**src/rtl/sysid_pkg.sv**
```systemverilog
// Shared types and constants for the system-ID check master.
package sysid_pkg;

  // Top-level check sequencer states.
  typedef enum logic [2:0] {
    S_IDLE    = 3'd0,
    S_ID_CMD  = 3'd1,
    S_ID_WAIT = 3'd2,
    S_TS_CMD  = 3'd3,
    S_TS_WAIT = 3'd4,
    S_FIN     = 3'd5
  } chk_state_e;

  // Phases of a single Avalon read transaction.
  typedef enum logic [1:0] {
    X_IDLE = 2'd0,
    X_CMD  = 2'd1,
    X_WAIT = 2'd2
  } xact_state_e;

  // Word addresses of the system-ID slave registers.
  localparam int unsigned ADDR_ID = 32'd0;
  localparam int unsigned ADDR_TS = 32'd1;

  // Build-flow defaults; the integration overrides these per image.
  localparam logic [31:0] DEF_EXPECTED_ID = 32'h0000_0000;
  localparam logic [31:0] DEF_EXPECTED_TS = 32'h58BE_BBBF;

  // True when the cycle being spent now is the last one the budget allows.
  function automatic logic tmo_reached(input logic [7:0] cnt, input logic [7:0] lim);
    return (({1'b0, cnt} + 9'd1) >= {1'b0, lim});
  endfunction

endpackage

```
**src/rtl/sysid_check_master_rd_xact.sv**
```systemverilog
// One Avalon-MM read: holds read/address through waitrequest, optionally
// waits for readdatavalid, and aborts once the cycle budget is spent.
module sysid_rd_xact
  import sysid_pkg::*;
#(
  parameter int ADDR_W      = 1,
  parameter int USE_RDV     = 0,
  parameter int TIMEOUT_CYC = 255
) (
  input  logic              clk_i,
  input  logic              rst_i,
  input  logic              issue_i,
  input  logic [ADDR_W-1:0] issue_addr_i,
  output logic              avm_read_o,
  output logic [ADDR_W-1:0] avm_address_o,
  input  logic              avm_waitrequest_i,
  input  logic              avm_readdatavalid_i,
  output logic              accept_o,
  output logic              data_ok_o,
  output logic              abort_o
);

  localparam logic       RDV_MODE = (USE_RDV != 0);
  localparam logic [7:0] TMO_LIM  = 8'(TIMEOUT_CYC);

  xact_state_e       xs_q, xs_d;
  logic              read_q, read_d;
  logic [ADDR_W-1:0] addr_q, addr_d;
  logic [7:0]        cnt_q, cnt_d;
  logic [7:0]        cnt_inc_s;
  logic              tmo_s;
  logic              accept_s, data_ok_s, abort_s;

  // Transaction phase, strobe/address hold and budget counting.
  always_comb begin
    xs_d      = xs_q;
    read_d    = read_q;
    addr_d    = addr_q;
    cnt_d     = cnt_q;
    accept_s  = 1'b0;
    data_ok_s = 1'b0;
    abort_s   = 1'b0;
    tmo_s     = tmo_reached(cnt_q, TMO_LIM);
    cnt_inc_s = cnt_q + 8'd1;
    case (xs_q)
      X_IDLE: begin
        if (issue_i) begin
          xs_d   = X_CMD;
          read_d = 1'b1;
          addr_d = issue_addr_i;
          cnt_d  = 8'd0;
        end else begin
          read_d = 1'b0;
        end
      end
      X_CMD: begin
        if (!avm_waitrequest_i) begin
          accept_s = 1'b1;
          if (!RDV_MODE) begin
            // Data is valid on acceptance; a follow-on read may start at once.
            data_ok_s = 1'b1;
            if (issue_i) begin
              xs_d   = X_CMD;
              read_d = 1'b1;
              addr_d = issue_addr_i;
              cnt_d  = 8'd0;
            end else begin
              xs_d   = X_IDLE;
              read_d = 1'b0;
            end
          end else if (tmo_s) begin
            // Accepted on the last budget cycle, data can no longer arrive in time.
            abort_s = 1'b1;
            xs_d    = X_IDLE;
            read_d  = 1'b0;
          end else begin
            xs_d   = X_WAIT;
            read_d = 1'b0;
            cnt_d  = cnt_inc_s;
          end
        end else if (tmo_s) begin
          // Only case where read is dropped while the slave still stalls.
          abort_s = 1'b1;
          xs_d    = X_IDLE;
          read_d  = 1'b0;
        end else begin
          cnt_d = cnt_inc_s;
        end
      end
      X_WAIT: begin
        if (avm_readdatavalid_i) begin
          data_ok_s = 1'b1;
          if (issue_i) begin
            xs_d   = X_CMD;
            read_d = 1'b1;
            addr_d = issue_addr_i;
            cnt_d  = 8'd0;
          end else begin
            xs_d   = X_IDLE;
            read_d = 1'b0;
          end
        end else if (tmo_s) begin
          abort_s = 1'b1;
          xs_d    = X_IDLE;
          read_d  = 1'b0;
        end else begin
          cnt_d = cnt_inc_s;
        end
      end
      default: begin
        xs_d   = X_IDLE;
        read_d = 1'b0;
        cnt_d  = 8'd0;
      end
    endcase
  end

  // Transaction registers; reset drops the read strobe immediately.
  always_ff @(posedge clk_i or posedge rst_i) begin
    if (rst_i) begin
      xs_q   <= X_IDLE;
      read_q <= 1'b0;
      addr_q <= '0;
      cnt_q  <= 8'd0;
    end else begin
      xs_q   <= xs_d;
      read_q <= read_d;
      addr_q <= addr_d;
      cnt_q  <= cnt_d;
    end
  end

  assign avm_read_o    = read_q;
  assign avm_address_o = addr_q;
  assign accept_o      = accept_s;
  assign data_ok_o     = data_ok_s;
  assign abort_o       = abort_s;

endmodule

```
**src/rtl/sysid_check_master.sv**
```systemverilog
// System-ID check master: reads the ID and timestamp words from a sysid
// slave, compares them against the build constants and reports the verdict.
module sysid_check_master
  import sysid_pkg::*;
#(
  parameter int                ADDR_W      = 1,
  parameter int                DATA_W      = 32,
  parameter logic [DATA_W-1:0] EXPECTED_ID = DATA_W'(DEF_EXPECTED_ID),
  parameter logic [DATA_W-1:0] EXPECTED_TS = DATA_W'(DEF_EXPECTED_TS),
  parameter int                USE_RDV     = 0,
  parameter int                TIMEOUT_CYC = 255
) (
  input  logic              clock,
  input  logic              reset,
  input  logic              start,
  output logic [ADDR_W-1:0] avm_address,
  output logic              avm_read,
  input  logic              avm_waitrequest,
  input  logic [DATA_W-1:0] avm_readdata,
  input  logic              avm_readdatavalid,
  output logic              busy,
  output logic              done,
  output logic              pass,
  output logic              id_ok,
  output logic              ts_ok,
  output logic              timeout,
  output logic [DATA_W-1:0] id_value,
  output logic [DATA_W-1:0] ts_value
);

  chk_state_e        state_q, state_d;
  logic              busy_q, busy_d;
  logic              done_q, done_d;
  logic              pass_q, pass_d;
  logic              id_ok_q, id_ok_d;
  logic              ts_ok_q, ts_ok_d;
  logic              timeout_q, timeout_d;
  logic [DATA_W-1:0] id_value_q, id_value_d;
  logic [DATA_W-1:0] ts_value_q, ts_value_d;

  logic              issue_s;
  logic [ADDR_W-1:0] issue_addr_s;
  logic              x_accept_s, x_ok_s, x_abort_s;
  logic              id_match_s, ts_match_s;

  sysid_rd_xact #(
    .ADDR_W      (ADDR_W),
    .USE_RDV     (USE_RDV),
    .TIMEOUT_CYC (TIMEOUT_CYC)
  ) u_xact (
    .clk_i               (clock),
    .rst_i               (reset),
    .issue_i             (issue_s),
    .issue_addr_i        (issue_addr_s),
    .avm_read_o          (avm_read),
    .avm_address_o       (avm_address),
    .avm_waitrequest_i   (avm_waitrequest),
    .avm_readdatavalid_i (avm_readdatavalid),
    .accept_o            (x_accept_s),
    .data_ok_o           (x_ok_s),
    .abort_o             (x_abort_s)
  );

  // Sequencer: issue ID read, then timestamp read, then publish the verdict.
  always_comb begin
    state_d      = state_q;
    busy_d       = busy_q;
    done_d       = 1'b0;
    pass_d       = pass_q;
    id_ok_d      = id_ok_q;
    ts_ok_d      = ts_ok_q;
    timeout_d    = timeout_q;
    id_value_d   = id_value_q;
    ts_value_d   = ts_value_q;
    issue_s      = 1'b0;
    issue_addr_s = ADDR_W'(ADDR_ID);
    id_match_s   = (avm_readdata == EXPECTED_ID);
    ts_match_s   = (avm_readdata == EXPECTED_TS);
    case (state_q)
      S_IDLE: begin
        if (start) begin
          state_d      = S_ID_CMD;
          busy_d       = 1'b1;
          pass_d       = 1'b0;
          id_ok_d      = 1'b0;
          ts_ok_d      = 1'b0;
          timeout_d    = 1'b0;
          issue_s      = 1'b1;
          issue_addr_s = ADDR_W'(ADDR_ID);
        end else begin
          busy_d = 1'b0;
        end
      end
      S_ID_CMD, S_ID_WAIT: begin
        if (x_abort_s) begin
          state_d   = S_FIN;
          timeout_d = 1'b1;
          pass_d    = 1'b0;
          busy_d    = 1'b0;
          done_d    = 1'b1;
        end else if (x_ok_s) begin
          id_value_d   = avm_readdata;
          id_ok_d      = id_match_s;
          state_d      = S_TS_CMD;
          issue_s      = 1'b1;
          issue_addr_s = ADDR_W'(ADDR_TS);
        end else if (x_accept_s) begin
          state_d = S_ID_WAIT;
        end else begin
          state_d = state_q;
        end
      end
      S_TS_CMD, S_TS_WAIT: begin
        if (x_abort_s) begin
          state_d   = S_FIN;
          timeout_d = 1'b1;
          pass_d    = 1'b0;
          busy_d    = 1'b0;
          done_d    = 1'b1;
        end else if (x_ok_s) begin
          ts_value_d = avm_readdata;
          ts_ok_d    = ts_match_s;
          pass_d     = id_ok_q & ts_match_s;
          state_d    = S_FIN;
          busy_d     = 1'b0;
          done_d     = 1'b1;
        end else if (x_accept_s) begin
          state_d = S_TS_WAIT;
        end else begin
          state_d = state_q;
        end
      end
      S_FIN: begin
        // A start coinciding with done is dropped here on purpose.
        state_d = S_IDLE;
      end
      default: begin
        state_d = S_IDLE;
        busy_d  = 1'b0;
      end
    endcase
  end

  // State and result registers, cleared immediately by reset.
  always_ff @(posedge clock or posedge reset) begin
    if (reset) begin
      state_q    <= S_IDLE;
      busy_q     <= 1'b0;
      done_q     <= 1'b0;
      pass_q     <= 1'b0;
      id_ok_q    <= 1'b0;
      ts_ok_q    <= 1'b0;
      timeout_q  <= 1'b0;
      id_value_q <= '0;
      ts_value_q <= '0;
    end else begin
      state_q    <= state_d;
      busy_q     <= busy_d;
      done_q     <= done_d;
      pass_q     <= pass_d;
      id_ok_q    <= id_ok_d;
      ts_ok_q    <= ts_ok_d;
      timeout_q  <= timeout_d;
      id_value_q <= id_value_d;
      ts_value_q <= ts_value_d;
    end
  end

  assign busy     = busy_q;
  assign done     = done_q;
  assign pass     = pass_q;
  assign id_ok    = id_ok_q;
  assign ts_ok    = ts_ok_q;
  assign timeout  = timeout_q;
  assign id_value = id_value_q;
  assign ts_value = ts_value_q;

endmodule

```
**config.mk**
```make
export PLATFORM = sky130hd
export DESIGN_NAME = sysid_check_master
export DESIGN_NICKNAME = d
export VERILOG_FILES = /design/src/rtl/sysid_pkg.sv /design/src/rtl/sysid_check_master_rd_xact.sv /design/src/rtl/sysid_check_master.sv
export SDC_FILE = /design/constraint.sdc
export NUM_CORES = 1
export LEC_CHECK = 0
export ABC_AREA = 1
export CORE_MARGIN = 2
export CORE_UTILIZATION = 48
export CTS_BUF_LIST = sky130_fd_sc_hd__clkbuf_16
export DETAILED_ROUTE_END_ITERATION = 10
export PLACE_DENSITY_LB_ADDON = 0.15
export SYNTH_ARGS = -nofsm -noshare
export SYNTH_HDL_FRONTEND = slang
export SYNTH_SLANG_ARGS = --single-unit
```
**constraint.sdc**
```tcl
create_clock -name clock -period 3.8 [get_ports clock]
set_input_delay 0.76 -clock clock [delete_from_list [all_inputs] [get_ports clock]]
set_output_delay 0.76 -clock clock [all_outputs]
set_load 0.03 [all_outputs]
```
Word-level counts from Yosys, hierarchy flattened
Index checks and enable logic that the tools add are counted.
{ "totals": {"reg_bits": 85, "input_bits": 37, "wordCells": 120, "out_inout_bits": 72} }
{ "op_classes": {"mux": 60, "n_eq_ne": 21, "n_reduce_logical": 20, "add_sub_neg": 2, "bitwise_logic": 3, "n_lt_le_gt_ge": 1} }
{ "ops": {"columns": ["operator", "count"], "rows": [
  ["== test 32 x 31 -> 1 bit, second input constant", 1],
  ["logical NOT 32 bit", 1],
  ["two-way mux 8 bit", 4],
  ["two-way mux 1 bit", 31],
  ["one-hot mux 8 bit (3 select lines)", 1],
  ["two-way mux 3 bit", 7],
  ["AND reduction 3 bit", 6],
  ["one-hot mux 1 bit (2 select lines)", 7],
  ["inequality test 2 bit, second input constant", 6],
  ["AND reduction 4 bit", 3],
  ["adder 8 x 1 -> 9 bit, second input constant", 1],
  [">= comparator 9 x 8 -> 1 bit, second input constant", 1],
  ["one-hot mux 1 bit (3 select lines)", 3],
  ["one-hot mux 3 bit (3 select lines)", 1],
  ["adder 8 x 1 -> 8 bit, second input constant", 1],
  ["two-way mux 2 bit", 4],
  ["inequality test 2 x 1 -> 1 bit, second input constant", 4],
  ["inequality test 4 x 1 -> 1 bit, second input constant", 2],
  ["== test 3 x 2 -> 1 bit, second input constant", 2],
  ["== test 3 bit, second input constant", 2],
  ["one-hot mux 2 bit (3 select lines)", 1],
  ["nonzero test 2 bit", 3],
  ["nonzero test 3 bit", 2],
  ["one-hot mux 1 bit (4 select lines)", 1],
  ["other kinds (10)", 12]
]} }

Logic depth before layout (Yosys ltp)
Gate-level depths: netlist of run 1.
{ "depth": {"depth_word": 10, "depth_mapped": 15, "depth_no_buf": 15} }

Hierarchy
A second synthesis of run 1 with hierarchy kept.
{ "unflattened": {"hier_cells": 517, "area_unflattened_um2": 4191.5} }
{ "by_module_without_submodules": {"columns": ["mod", "seq_area_each_um2", "instances", "area_per_inst_um2", "cells_per_inst"], "rows": [
  ["sysid_check_master", 1826.8, 1, 3200.6, 376],
  ["sysid_rd_xact", 300.3, 1, 991.0, 141]
]} }

Worst setup path after synthesis of run 1
No wires, ideal clock.
{ "synth_timing": {"path_kind": "reg2reg", "start": "register u_xact.cnt_q[0]", "end": "register id_value_q[0] (netlist: id_value[0])", "t_required_ns": 3.726, "slack_ns": 1.853, "setup_time_ns": 0.074, "stages_incl_launch_ff": 15, "arrival_time_ns": 1.873, "period_less_slack_ns": 1.947, "path_buffers": 2, "path_cell_list": "dfrtp_1 > ha_1 > nand2_1 > inv_1 > nor2_1 > nand3_1 > nor2_1 > nand3_2 > nand2_4 > nand2_4 > nand3_4 > buf_6 > buf_6 > nand2_1 > o21ai_2"} }
{ "synth_between": {"elab_chain_len": 7, "word_cells_on_any_way": 8, "cone_classes": "1 x add/sub; 1 x order compare; 4 x mux; 1 x bitwise; 1 x reduce/logical"} }
{ "synth_rtl": {"columns": ["element", "line", "rtl"], "rows": [
  ["from (decl)", "sysid_check_master_rd_xact.sv:29", "logic [7:0] cnt_q, cnt_d;"],
  ["from (signal assigned)", "sysid_check_master_rd_xact.sv:129", "cnt_q <= cnt_d;"],
  ["adder 8 x 1 -> 9 bit (*)", "sysid_pkg.sv:31", "return (({1'b0, cnt} + 9'd1) >= {1'b0, lim});"],
  [">= comparator 9 x 8 -> 1 bit (*)", "sysid_pkg.sv:31", null],
  ["two-way mux 1 bit (*)", "sysid_check_master_rd_xact.sv:81, sysid_check_master_rd_xact.sv:102", null],
  ["two-way mux 1 bit, on equally long branches", "sysid_check_master_rd_xact.sv:91, sysid_check_master_rd_xact.sv:57", null],
  ["one-hot mux 1 bit (2 select lines) (*)", "sysid_check_master_rd_xact.sv:45", "case (xs_q)"],
  ["inverter 1 bit (no source line) (*)", null, null],
  ["AND reduction 3 bit (no source line) (*)", null, null],
  ["to (signal assigned)", "sysid_check_master.sv:164", "id_value_q <= id_value_d;"],
  ["to (decl)", "sysid_check_master.sv:38", "logic [DATA_W-1:0] id_value_q, id_value_d;"]
]} }
Every way passes the cells marked *; elsewhere a longest branch is shown, timed or not.
A chain may end at the register's enable or synchronous reset.

Worst setup path after layout of run 1
{ "layout_timing": {"start": "input avm_readdatavalid", "end": "register id_value_q[20] (netlist: id_value[20])"} }
{ "layout_between": {"elab_chain_len": 4, "word_cells_on_any_way": 6, "cone_classes": "4 x mux; 1 x bitwise; 1 x reduce/logical"} }
{ "layout_rtl": {"columns": ["element", "line", "rtl"], "rows": [
  ["from (decl)", "sysid_check_master.sv:20", "input logic avm_readdatavalid,"],
  ["two-way mux 1 bit", "sysid_check_master_rd_xact.sv:91", "if (avm_readdatavalid_i) begin"],
  ["one-hot mux 1 bit (2 select lines)", "sysid_check_master_rd_xact.sv:45", null],
  ["inverter 1 bit (no source line)", null, null],
  ["AND reduction 3 bit (no source line) (*)", null, null]
]} }
Marked as above.

==> results.toml, run 1 <==
[sta]
final.min_clock_period_ns = 2.66
finalSetupTns_ns = 0
worst_slew_pin_slew_ns = 0.785
whs_ns = 0.474
slew_headroom_pct = 47.6
fin_skew_ns = 0.00869
finalHoldViolCount = 0
rsz0062_at_grt = "false"
post-route-period-util_pct = 70.0
setup_ws_ns = 1.14
report.final.slew_viol_count = 0
setup_violations = 0
max_freq_mhz = 376

[cts]
cts_root_buf = "clkbuf_16"
clkTransAtPathRegs_ns = 0.06
cts_resized = 0
cts_setup_buffers = 0
cts_hold_buf = 0
cts_max_path_buffers = 2
cts_tree = "done"
h-tree-depth = 3
cts.sinks = 85
cts_buffers = 9
clk_latency_ns = 0.33

[critical_path]
r2r_start = "u_xact.cnt_q[0]"
end_kind = "register"
crit_path_start = "avm_readdatavalid"
worstPathMaxFanout = 51
cp-start-kind = "input port"
critical_path_class = "input port to register"
crit_required_ns = 4.01
worstPathArrival_ns = 2.87
r2r_cells = 14

[worst_hold_path]
holdPathStages = 2
hold_path.class = "register to register"
hold_start = "busy"

[finish]
final_nets = 609
final_area_um2 = 5440
n_antenna_cell = 0
drive_gt1_share_pct = 8.42
area.growth.synth_to_final_pct = 35.5

[pwr]
finalPower_uw = 4530
power_density_nw_per_um2 = 834
cellLeakagePower_uw = 0.00255
vdd_drop_max_mv = 0.348

[grt]
antenna_found_initial = 0
grt_pass1_vias = 3218
grt_busiest_layer = "met2"
grt_util_met3_pct = 3.08
grt_max_degree = 52
grt_use_total_pct = 22.8
grt-ovfl-total = 0
grt_pass1_wl_mm = 15.8
grt_util_met2_pct = 37.1
met1_usage_pct = 31.6

[drt]
wl_per_cell_um = 14.6
vias = 3446
first_pass_iters = 4
final_antenna_net_count = 0
drc = 0
routed_wl_mm = 9.84
via_per_inst = 5.11
drt-initial-drc-count = 192

[logic_synthesis]
synth_commonest_cells = "103 x nand2_1, 85 x dfrtp_1, 63 x inv_1, 56 x o21ai_0, 25 x nand3_1"
synth_top_cell_area_share_pct = 53.0
synthAdderAreaFrac_pct = 1.87
synth_top_family_by_area = "simple AND/OR/NAND/NOR gates"
synthSimpleGateAreaFrac_pct = 21.8
synth_fp_nets = 500
syn_area_um2 = 4010
synthCells = 457
async_flop_share_pct = 100
synth_largest_area_cell = "dfrtp_1"
ys_types = 32
synth_warnings = 0
yosysMostFrequentCell = "nand2_1"
synth-xor-area-share_pct = 0.218
synth-edff-count = 0
avgSynthCellArea_um2 = 8.78
synth_mux_area_share_pct = 0
synth_compound_area_share_pct = 14.1
seq_area_frac_synth_pct = 53.0
ys_ff_latch = 85
synth_area_leaders = "dfrtp_1 53%, nand2_1 9.6%, o21ai_0 7.0%"
synth_ff_type = "dfrtp_1"

[place]
postPlaceCellArea_um2 = 5150
dp_hpwl_mm = 7.40
routabilityCongestion = 0.922
dpl_worst_slack_ns = 0.821
portBuffers = 108

[floorplan]
die_h_um = 95.4
num_io_pins = 109
core_area_um2 = 8180
die_area_um2 = 9100
initial_core_util_pct = 49.1
rows = 33
die_w_um = 95.4

[run]
maxCapViolations = 0

[outcome]
run_status = "completed"
[stage by stage]
stage,util (%),std cells
floorplan,-,457
global placement,63.0,660
detailed placement,63.0,660
CTS,66.5,675
global route,66.5,675
finish,66.5,675
[layout make-up]
type | instances | area (µm²)
Sequential cell | 85 | 2130
Multi-Input combinational cell | 294 | 1520
Timing Repair Buffer | 112 | 1120
Fill cell | 688 | 2740
Inverter | 64 | 241
Tap cell | 105 | 131
Clock inverter | 6 | 63.8
Clock buffer | 9 | 225
[final timing paths]
kind / to / slack, ns
worst min register to register: busy / 0.47
worst max-delay path: id_value[20] / 1.14
max in group asynchronous: u_xact.cnt_q[0] / 2.14
min in group asynchronous: id_value[16] / 0.89
worst max register to register: u_xact.cnt_q[5] / 1.20
worst min-delay path: busy / 0.47
[placed cells by master, fill, tap and decap left out, types with 2 or more instances in the layout]
cell,n
o21bai_1,3
o21ai_1,14
o21ai_2,10
nor2_1,18
o22ai_1,2
nor4_1,4
dfrtp_1,85
buf_4,3
nand3_1,25
a21oi_1,11
nand3_2,2
nand2_4,2
clkinv_2,2
ha_1,6
nand2_2,8
clkdlybuf4s50_1,108
clkbuf_16,9
o21ai_0,56
nor2_4,2
inv_1,62
nand2_1,103
nand4_1,18
[critical path, stage by stage]
cell and delay [ns]:
clkdlybuf4s50_1 0.51, nor2_1 0.07, a21oi_1 0.26, inv_1 0.14
nand2_4 0.12, nand3_4 0.41, buf_4 0.41, nand2_1 0.08
o21ai_0 0.07
[logic make-up (layout without fill, tap and decap cells)]
family / count (synthesis) / in the layout
and+or+nand+nor: 187 / 187
DFF: 85 / 85
xor gates and xnor gates: 1 / 1
adders and majority gates: 6 / 6
buffers and inverters: 78 / 191
AOI/OAI and AO/OA: 100 / 100
[registers in the layout, indices dropped and copies added (netlist names), 2 cells and up]
register and flops:
id_value 32, state_q 3, ts_value 32, u_xact.xs_q 2, u_xact.cnt_q 8
[routing by layer]
metal | up-vias | part of all wire [%] | wire [µm]
li1 | 1718 | - | -
met1 | 1624 | 45 | 4470
met2 | 92 | 48 | 4770
met3 | 12 | 4.5 | 443
met4 | 0 | 1.6 | 153
met5 | - | 0 | 0
[power breakdown]
part	internal, µW	total, µW	switching, µW
Clock	505	857	351
Sequential	1260	1480	223
Combinational	859	2200	1340
(Power assumes the default switching activity.)
==> run 2: changes to the inputs <==
- CORE_UTILIZATION: 48 -> 44
- clock period: 3.8 -> 2.3 ns (I/O delays scaled with it)
==> run 2 against run 1 <==
  * Register-to-register slack got worse by 1.1 ns
  * Worst hold slack improved by 0.0027 ns
  * Die area rose by 8.7%
  * Final cell count rose by 1.8%
  * Sequential share of layout area fell by 1.0 points
  * Via count rose by 1.9%
  * Clock skew fell by 0.0024 ns
  * Highest routed layer unchanged
  * Non-clock buffer count rose by 8
  * Critical endpoint is now pass
  * Largest cell class unchanged
==> results.toml, run 2 (same netlist as run 1, synthesis figures left out) <==
[cts]
h-tree-depth = 3
cts_hold_buf = 0
cts_tree = "done"
cts_buffers = 9
clkTransAtPathRegs_ns = 0.06
cts.sinks = 85
cts_max_path_buffers = 2
clk_latency_ns = 0.33
cts_root_buf = "clkbuf_16"

[pwr]
power_density_nw_per_um2 = 1380
finalPower_uw = 7720
internal_power_uw = 4510
pwr-share-seq_pct = 31.6
net-switching-power_uw = 3210
cellLeakagePower_uw = 0.00261
vdd_drop_max_mv = 0.644
clockPowerShare_pct = 20.3
combPwrFrac_pct = 48.1
switching_share_pct = 41.6

[drt]
wl_per_cell_um = 14.6
drc = 0
vias = 3511
final_antenna_net_count = 0
via_per_inst = 5.11
first_pass_iters = 5
routed_wl_mm = 10.0
drt-initial-drc-count = 156

[finish]
drive_gt1_share_pct = 11.2
final_common_cell = "clkdlybuf4s50_1"
fin_util_pct = 63.8
n_antenna_cell = 0
fillers = 719
final_nets = 617
area.growth.synth_to_final_pct = 39.3
most-common-layout-cells = "108 x clkdlybuf4s50_1, 102 x nand2_1, 84 x dfrtp_1"
final_area_um2 = 5590

[sta]
final.min_clock_period_ns = 2.16
slew_headroom_pct = 62.4
setup_violations = 0
report.final.slew_viol_count = 0
setup_ws_ns = 0.143
worst_slew_pin_slew_ns = 0.558
finalHoldViolCount = 0
max_freq_mhz = 464
post-route-period-util_pct = 93.8
fin_skew_ns = 0.00632

[critical_path]
cp-start-kind = "register"
end_kind = "register"
r2r_cells = 12
worstPathArrival_ns = 2.36
critical_path_class = "register to register"
crit_required_ns = 2.51
worstPathMaxFanout = 6

[grt]
antenna_found_initial = 0
grt_pass1_vias = 3344
grt_max_degree = 86
grt-ovfl-total = 0
grt_pass1_wl_mm = 16.6
grt_use_total_pct = 20.9

[floorplan]
core_area_um2 = 8760
die_h_um = 99.5
die_area_um2 = 9900
num_io_pins = 109
rows = 34
die_w_um = 99.5
initial_core_util_pct = 45.8

[outcome]
run_status = "completed"

[place]
dpl_worst_slack_ns = 0.0408
portBuffers = 108
dp_hpwl_mm = 7.26
routabilityCongestion = 0.935
postPlaceCellArea_um2 = 5220

[run]
maxCapViolations = 0

[worst_hold_path]
holdPathStages = 2
hold_path.class = "register to register"
[run 2: worst max-delay path, stage by stage (launching register included)]
cell	delay, ns
dfrtp_1	0.40
inv_1	0.11
ha_1	0.28
inv_1	0.07
o22ai_1	0.23
inv_1	0.12
nor2_4	0.16
inv_1	0.09
nand2_1	0.06
o21ai_0	0.07
nand2_1	0.09
nor3b_1	0.25
o21ai_0	0.11
[run 2: through the flow]
step           cells  hold slack, ns  TNS [ns]
3_5_place_dp     668           0.463         0
6_report         687           0.477         0
5_1_grt          687           0.502   -0.0267
3_3_place_gp     668           0.461         0
2_1_floorplan    457           0.498         0
4_1_cts          684           0.483         0
[run 2: layout make-up]
| type | count | area, µm² | area share [%] |
|---|---|---|---|
| inverters | 64 | 244 | 4.37 |
| repair buffers | 120 | 1210 | 21.7 |
| clock inverters | 7 | 98.8 | 1.77 |
| flip-flops and latches | 85 | 2130 | 38.1 |
| well taps | 108 | 135 | 2.42 |
| multi-input cells | 294 | 1550 | 27.6 |
| clock buffers | 9 | 225 | 4.03 |
[run 2: routing by layer]
layer	vias to the layer above	global-route usage (%)	routed length (µm)
met1	1659	30.0	4600
met5	-	0	0
met3	12	3.65	546
met2	105	32.8	4750
li1	1735	-	-
met4	0	6.22	119
[run 2: power by group through the flow]
stage | Combinational (µW) | Clock (µW) | Sequential (µW)
after floorplan | 1220 | 0 | 3440
after global placement | 3640 | 0 | 2450
after detailed placement | 3690 | 0 | 2450
after CTS | 3710 | 1590 | 2430
after global routing | 4020 | 1640 | 2520
final | 3710 | 1570 | 2440
[run 2: worst paths after layout]
check	startpoint	slack, ns	to
worst max register to register	u_xact.xs_q[1]	0.14	pass
worst max-delay path	u_xact.xs_q[1]	0.14	pass
max in group asynchronous	reset	1.33	u_xact.cnt_q[0]
worst min-delay path	busy	0.48	busy
min in group asynchronous	reset	0.60	ts_value[18]
worst min register to register	busy	0.48	busy
[run 2: repair_timing]
item,CTS,global route
resized for setup,0,9
setup endpoints to repair,0,77
buffers inserted,0,3
==> run 3: changes to the inputs <==
- SKIP_LAST_GASP: default -> 1
==> results of run 3 <==
Final layout, timing and power as in run 2 (identical DEF).
